### src/rtl/vga_timing_pkg.sv
// Shared VGA 640x480@60 timing constants, frame-buffer geometry and pixel type
// used by the display-side frame reader.
package vga_timing_pkg;

    localparam int unsigned H_ACTIVE = 640;
    localparam int unsigned H_FP     = 16;
    localparam int unsigned H_SYNC   = 96;
    localparam int unsigned H_BP     = 48;
    localparam int unsigned H_TOTAL  = H_ACTIVE + H_FP + H_SYNC + H_BP;

    localparam int unsigned V_ACTIVE = 480;
    localparam int unsigned V_FP     = 10;
    localparam int unsigned V_SYNC   = 2;
    localparam int unsigned V_BP     = 33;
    localparam int unsigned V_TOTAL  = V_ACTIVE + V_FP + V_SYNC + V_BP;

    localparam int unsigned IMG_W    = 320;
    localparam int unsigned IMG_H    = 240;

    typedef logic [11:0] rgb12_t;

endpackage

### src/rtl/vga_frame_reader_sync_counter.sv
// Wrap-around counter 0..TERMINAL with clock enable; carry flags the terminal
// count so a cascaded counter can advance on the wrap.
module sync_counter #(
    parameter int unsigned WIDTH    = 10,
    parameter int unsigned TERMINAL = 799
) (
    input  logic             clk,
    input  logic             reset,
    input  logic             en,
    output logic [WIDTH-1:0] count,
    output logic             carry
);

    localparam logic [WIDTH-1:0] TC = WIDTH'(TERMINAL);

    assign carry = (count == TC);

    always_ff @(posedge clk or posedge reset) begin
        if (reset) begin
            count <= '0;
        end else if (en) begin
            count <= carry ? '0 : count + 1'b1;
        end
    end

endmodule

### src/rtl/vga_frame_reader.sv
// VGA read engine: walks the frame buffer with 2x pixel doubling and drives
// RGB and syncs aligned to one-cycle synchronous RAM read latency.
module vga_frame_reader #(
    parameter int unsigned H_ACTIVE = vga_timing_pkg::H_ACTIVE,
    parameter int unsigned H_FP     = vga_timing_pkg::H_FP,
    parameter int unsigned H_SYNC   = vga_timing_pkg::H_SYNC,
    parameter int unsigned H_BP     = vga_timing_pkg::H_BP,
    parameter int unsigned V_ACTIVE = vga_timing_pkg::V_ACTIVE,
    parameter int unsigned V_FP     = vga_timing_pkg::V_FP,
    parameter int unsigned V_SYNC   = vga_timing_pkg::V_SYNC,
    parameter int unsigned V_BP     = vga_timing_pkg::V_BP,
    parameter int unsigned IMG_W    = vga_timing_pkg::IMG_W,
    parameter int unsigned IMG_H    = vga_timing_pkg::IMG_H,
    parameter int unsigned ADDR_W   = 17
) (
    input  logic                   clk,
    input  logic                   reset,
    input  logic                   en,
    output logic [ADDR_W-1:0]      rd_addr,
    input  vga_timing_pkg::rgb12_t rd_data,
    output vga_timing_pkg::rgb12_t rgb_out,
    output logic                   hsync,
    output logic                   vsync,
    output logic                   blank_n,
    output logic                   frame_start
);

    import vga_timing_pkg::*;

    localparam int unsigned H_TOTAL = H_ACTIVE + H_FP + H_SYNC + H_BP;
    localparam int unsigned V_TOTAL = V_ACTIVE + V_FP + V_SYNC + V_BP;
    localparam int unsigned HW      = $clog2(H_TOTAL);
    localparam int unsigned VW      = $clog2(V_TOTAL);

    localparam logic [HW-1:0] H_ACT      = HW'(H_ACTIVE);
    localparam logic [HW-1:0] H_LAST_VIS = HW'(H_ACTIVE - 1);
    localparam logic [HW-1:0] H_SYNC_LO  = HW'(H_ACTIVE + H_FP);
    localparam logic [HW-1:0] H_SYNC_HI  = HW'(H_ACTIVE + H_FP + H_SYNC);
    localparam logic [VW-1:0] V_ACT      = VW'(V_ACTIVE);
    localparam logic [VW-1:0] V_SYNC_LO  = VW'(V_ACTIVE + V_FP);
    localparam logic [VW-1:0] V_SYNC_HI  = VW'(V_ACTIVE + V_FP + V_SYNC);
    localparam logic [ADDR_W-1:0] LAST_ADDR = ADDR_W'(IMG_W * IMG_H - 1);

    // Stage 0: raster position
    logic [HW-1:0] h;
    logic [VW-1:0] v;
    logic          h_wrap;
    logic          v_wrap;
    logic          v_en;

    assign v_en = en & h_wrap;

    sync_counter #(.WIDTH(HW), .TERMINAL(H_TOTAL - 1)) u_h_counter (
        .clk   (clk),
        .reset (reset),
        .en    (en),
        .count (h),
        .carry (h_wrap)
    );

    sync_counter #(.WIDTH(VW), .TERMINAL(V_TOTAL - 1)) u_v_counter (
        .clk   (clk),
        .reset (reset),
        .en    (v_en),
        .count (v),
        .carry (v_wrap)
    );

    logic visible;
    logic line_end;
    logic frame_end;

    assign visible   = (h < H_ACT) && (v < V_ACT);
    assign line_end  = visible && (h == H_LAST_VIS);
    assign frame_end = h_wrap && v_wrap;

    // Stage 1: addr tracks the pixel under the counter; rd_addr is its
    // registered copy, one en-cycle behind the raster position.
    logic [ADDR_W-1:0] addr;
    logic [ADDR_W-1:0] row_base;

    always_ff @(posedge clk or posedge reset) begin
        if (reset) begin
            addr     <= '0;
            row_base <= '0;
            rd_addr  <= '0;
        end else if (en) begin
            rd_addr <= addr;
            if (frame_end) begin
                addr     <= '0;
                row_base <= '0;
            end else if (line_end) begin
                if (!v[0]) begin
                    addr <= row_base;
                end else if (addr != LAST_ADDR) begin
                    // Final buffer line holds at LAST_ADDR through blanking.
                    row_base <= addr + 1'b1;
                    addr     <= addr + 1'b1;
                end
            end else if (visible && h[0]) begin
                addr <= addr + 1'b1;
            end
        end
    end

    logic s1_valid;
    logic s1_blank_n;
    logic s1_hsync;
    logic s1_vsync;
    logic s1_fs;

    always_ff @(posedge clk or posedge reset) begin
        if (reset) begin
            s1_valid   <= 1'b0;
            s1_blank_n <= 1'b0;
            s1_hsync   <= 1'b1;
            s1_vsync   <= 1'b1;
            s1_fs      <= 1'b0;
        end else if (en) begin
            s1_valid   <= 1'b1;
            s1_blank_n <= visible;
            s1_hsync   <= !((h >= H_SYNC_LO) && (h < H_SYNC_HI));
            s1_vsync   <= !((v >= V_SYNC_LO) && (v < V_SYNC_HI));
            s1_fs      <= (h == '0) && (v == '0);
        end
    end

    // Stage 2: aligned with rd_data; frame_start is a single en-cycle pulse
    always_ff @(posedge clk or posedge reset) begin
        if (reset) begin
            blank_n     <= 1'b0;
            hsync       <= 1'b1;
            vsync       <= 1'b1;
            frame_start <= 1'b0;
        end else if (en) begin
            blank_n     <= s1_valid & s1_blank_n;
            hsync       <= !s1_valid | s1_hsync;
            vsync       <= !s1_valid | s1_vsync;
            frame_start <= s1_valid & s1_fs;
        end else begin
            frame_start <= 1'b0;
        end
    end

    assign rgb_out = blank_n ? rd_data : '0;

endmodule

### config.mk
export PLATFORM = sky130hd
export DESIGN_NAME = vga_frame_reader
export DESIGN_NICKNAME = d
export VERILOG_FILES = /design/src/rtl/vga_timing_pkg.sv /design/src/rtl/vga_frame_reader_sync_counter.sv /design/src/rtl/vga_frame_reader.sv
export SDC_FILE = /design/constraint.sdc
export NUM_CORES = 1
export LEC_CHECK = 0
export CORE_UTILIZATION = 35
export CTS_CLUSTER_DIAMETER = 120
export DETAILED_ROUTE_END_ITERATION = 8
export GPL_ROUTABILITY_DRIVEN = 1
export SETUP_SLACK_MARGIN = 0.02
export SYNTH_ARGS = -nofsm -noshare
export SYNTH_HDL_FRONTEND = slang
export SYNTH_HIERARCHICAL = 1
export SYNTH_SLANG_ARGS = --single-unit
### constraint.sdc
create_clock -name clk -period 2.5 [get_ports clk]
set_input_delay 0.375 -clock clk [delete_from_list [all_inputs] [get_ports clk]]
set_output_delay 0.375 -clock clk [all_outputs]
set_load 0.01 [all_outputs]
==> impl_metrics.tcl, run 1 <==
set metrics [dict create \
    outcome "finished clean" \
    ys_seq_elements 80 \
    finClkSkew_ns 0.00959 \
    wl_per_cell_um 16.0 \
    root_buffer "clkbuf_16" \
    place_ws_ns -0.0804 \
    clock_sinks 80 \
    syn_nets 452 \
    yosys-top-cells-area "dfrtp_1, mux2_2, mux2_4, o31ai_1, nand2_1" \
    die_y_um 114 \
    synthArstFlopShare_pct 100 \
    wl_mm 10.8 \
    worstPathArrival_ns 2.66 \
    antenna_found_initial 0 \
    area_growth_pct 28.2 \
    cts_max_path_buffers 2 \
    rrSetupSlack_ns 0.07 \
    seq_area_frac_synth_pct 45.5 \
    crit_type "register to register" \
    critical_path_peak_fanout 9 \
    synth_top_area_cell "dfrtp_1" \
    first_global_vias 3632 \
    worstPathRequired_ns 2.73 \
    ir_worst_vdd_mv 0.284 \
    drt_first_pass_iters 4 \
    postRouteAntennaNets 0 \
    io_pins 48 \
    cp-end-kind "register" \
    finalNetCount 523 \
    layout-drive-gt1-share_pct 22.4 \
    synthFlopType "dfrtp_1" \
    slew_headroom_pct 64.6 \
    routabilityCongestion 0.837 \
    hold_viol_final 0 \
    crit_start "u_v_counter/count[8]$_DFFE_PP0P_" \
    drv_slew 0 \
    grt_first_pass_wirelength_mm 18.0 \
    synth_cells 433 \
    clock_latency_ns 0.35 \
    grt.overflow.total 0 \
    timing.critical_path.from_type "register" \
    p_total_uw 3590 \
    power.density_mw_per_mm2 636 \
    via_per_inst 5.33 \
    multi_input_area_mm2 0.00226 \
    yosys_warnings 6 \
    port_buffers 47 \
    cts_tree "yes" \
    critical-path-max-stage-delay_ns 0.57 \
    grtUsageMet3_pct 2.44 \
    yosys.cell_types.count 57 \
    worst_slack_ns 0.0665 \
    place_hpwl_mm 7.37 \
    report.final.setup_viol 0 \
    r2r_start "u_v_counter/count[8]$_DFFE_PP0P_" \
    period_share_pct 97.3 \
    nFillCells 1135 \
    track_usage_pct 17.6 \
    hold_path_class "input pin to async pin" \
    timing.fmax_mhz 411 \
    rsz0062_at_grt "true" \
    die_w_um 114 \
    start_util_pct 36.2 \
    fin_crit_ns 2.43 \
    busiest_layer "met2" \
    cp_slowest_cell "or4_4" \
    drv_cap 0 \
    cp_cell_sequence "or4_4, nor4_4, buf_4, nand2_1, a221oi_4, buf_6, buf_12, mux2_2" \
    use_met1_pct 23.2 \
    num_vias 3606 \
    regArea_mm2 0.00201 \
    syn_area_mm2 0.00441 \
    cts.htree.levels 3 \
    yosys.area.top_type_share_pct 43.1 \
    grt_max_degree 61 \
    die_area_mm2 0.0130 \
    coreArea_mm2 0.0122 \
    num_antenna_cells 0 \
    syn_avg_cell_area_um2 10.2 \
    tightest_slew_ns 0.527 \
    cts_made_buffers 9 \
    grtUsageMet2_pct 28.6 \
    clk_pin_slew_ns 0.06 \
    p_leak_uw 0.00231 \
    drc 0 \
    rows 40 \
    drt_iter0_drc 182 \
    synth_edf_count 0 \
]
==> registers in the layout, summed over array words and instances, names as in the netlist <==
| signal | count |
|---|---|
| hsync | 1 |
| rd_addr | 17 |
| vsync | 1 |
| s1_valid | 1 |
| frame_start | 1 |
| row_base | 17 |
| s1_vsync | 1 |
| s1_blank_n | 1 |
| u_h_counter/count | 10 |
| addr | 17 |
| blank_n | 1 |
| s1_hsync | 1 |
| s1_fs | 1 |
| u_v_counter/count | 10 |
==> timing repair <==
item / 4_1_cts / 5_1_grt
hold buffers: 0 / 0
setup endpoints to repair: 4 / 16
hold endpoints to repair: 0 / 0
setup buffers: 0 / 4
resized for setup: 1 / 3
gates cloned: 0 / 1
==> placed cells by master, fill, tap and decap left out, types with 3 or more instances in the layout <==
cell type	count
dfrtp_1	76
clkdlybuf4s50_1	46
buf_4	35
nand2_1	32
mux2_2	28
nor2_1	27
a21oi_1	20
o21ai_0	18
o31ai_1	18
nand3_1	14
nor3_1	14
and2_1	14
inv_1	13
nand4_1	12
nor4_1	12
xor2_1	11
clkbuf_16	10
mux2_4	9
xnor2_1	8
nand2b_1	5
or3_1	5
a2bb2oi_1	5
mux2i_1	4
o21ai_1	4
or4_1	4
and3_1	4
ha_1	4
dfstp_2	4
nor4_4	3
and4_1	3
o22ai_1	3
==> critical path, delay by kind of cell (launching register included) <==
kind	cells	cell delay, ns
multiplexers	1	0.33
AO/OA/AOI/OAI	1	0.30
buffers and inverters	3	0.46
AND/OR/NAND/NOR	3	0.87
flip-flops	1	0.37
==> routing by layer <==
| metal | up-vias | wire, µm |
|---|---|---|
| met3 | 15 | 524 |
| met4 | 0 | 191 |
| li1 | 1723 | - |
| met5 | - | 0 |
| met1 | 1786 | 4970 |
| met2 | 82 | 5150 |
==> layout make-up <==
type                    instances  area share [%]
clock buffers                  12            4.36
inverters                      14           0.930
repair buffers                 86            14.2
well taps                     168            3.72
multi-input cells             313            40.0
clock inverters                 4            1.24
flip-flops and latches         80            35.5
==> kinds of logic (layout without fill, tap and decap cells) <==
logic type	Yosys count	in the layout	synth area share [%]
and+or+nand+nor	169	169	22.2
AOI/OAI and AO/OA	80	80	12.3
DFF	80	80	45.5
muxes	41	41	11.1
buffers and inverters	40	116	3.97
xor gates and xnor gates	19	19	3.78
adders and majority gates	4	4	1.14
==> synth_stat cells, drive strengths merged, types with 12 or more instances <==
| cell | n |
|---|---|
| nand2 | 32 |
| dfrtp | 76 |
| clkbuf | 15 |
| nor4 | 17 |
| nor3 | 14 |
| o31ai | 19 |
| mux2 | 37 |
| nand3 | 17 |
| o21ai | 22 |
| and2 | 15 |
| a21oi | 20 |
| inv | 14 |
| nand4 | 12 |
| nor2 | 27 |
==> power by group <==
part           internal (µW)  switching, µW  total, µW
Clock                    898            513       1410
Sequential              1410            163       1570
Combinational            323            288        611
==> worst paths after layout <==
path                                                    end  cells past startpoint
setup / recovery                   row_base[11]$_DFFE_PP0P_                      8
hold / removal             u_v_counter/count[6]$_DFFE_PP0P_                      2
setup reg to reg                   row_base[11]$_DFFE_PP0P_                      8
hold reg to reg                        s1_hsync$_DFFE_PP1P_                      2
max in group asynchronous              s1_hsync$_DFFE_PP1P_                      3
min in group clk                       s1_hsync$_DFFE_PP1P_                      2
==> metrics by stage <==
stage | cell area [µm²] | hold WS, ns | setup TNS [ns] | instances | utilization [%]
3_5_place_dp | 5260 | 0.480 | -0.239 | 656 | 43.2
4_1_cts | 5580 | 0.399 | 0 | 672 | 45.8
3_3_place_gp | 5260 | 0.481 | 0 | 656 | 43.2
6_report | 5650 | 0.372 | 0 | 677 | 46.5
5_1_grt | 5650 | 0.442 | -0.106 | 677 | 46.5
2_1_floorplan | 4430 | 0.215 | -0.105 | 433 | -
(Power assumes the default switching activity.)
==> run 2: changes to the inputs <==
- CAP_MARGIN: unset -> 25
==> results of run 2 <==
No change in the layout: final DEF, timing and power equal those of run 1.
==> run 3: changes to the inputs <==
- SLEW_MARGIN: unset -> 15
==> results of run 3 <==
No change in the layout: final DEF, timing and power equal those of run 1.
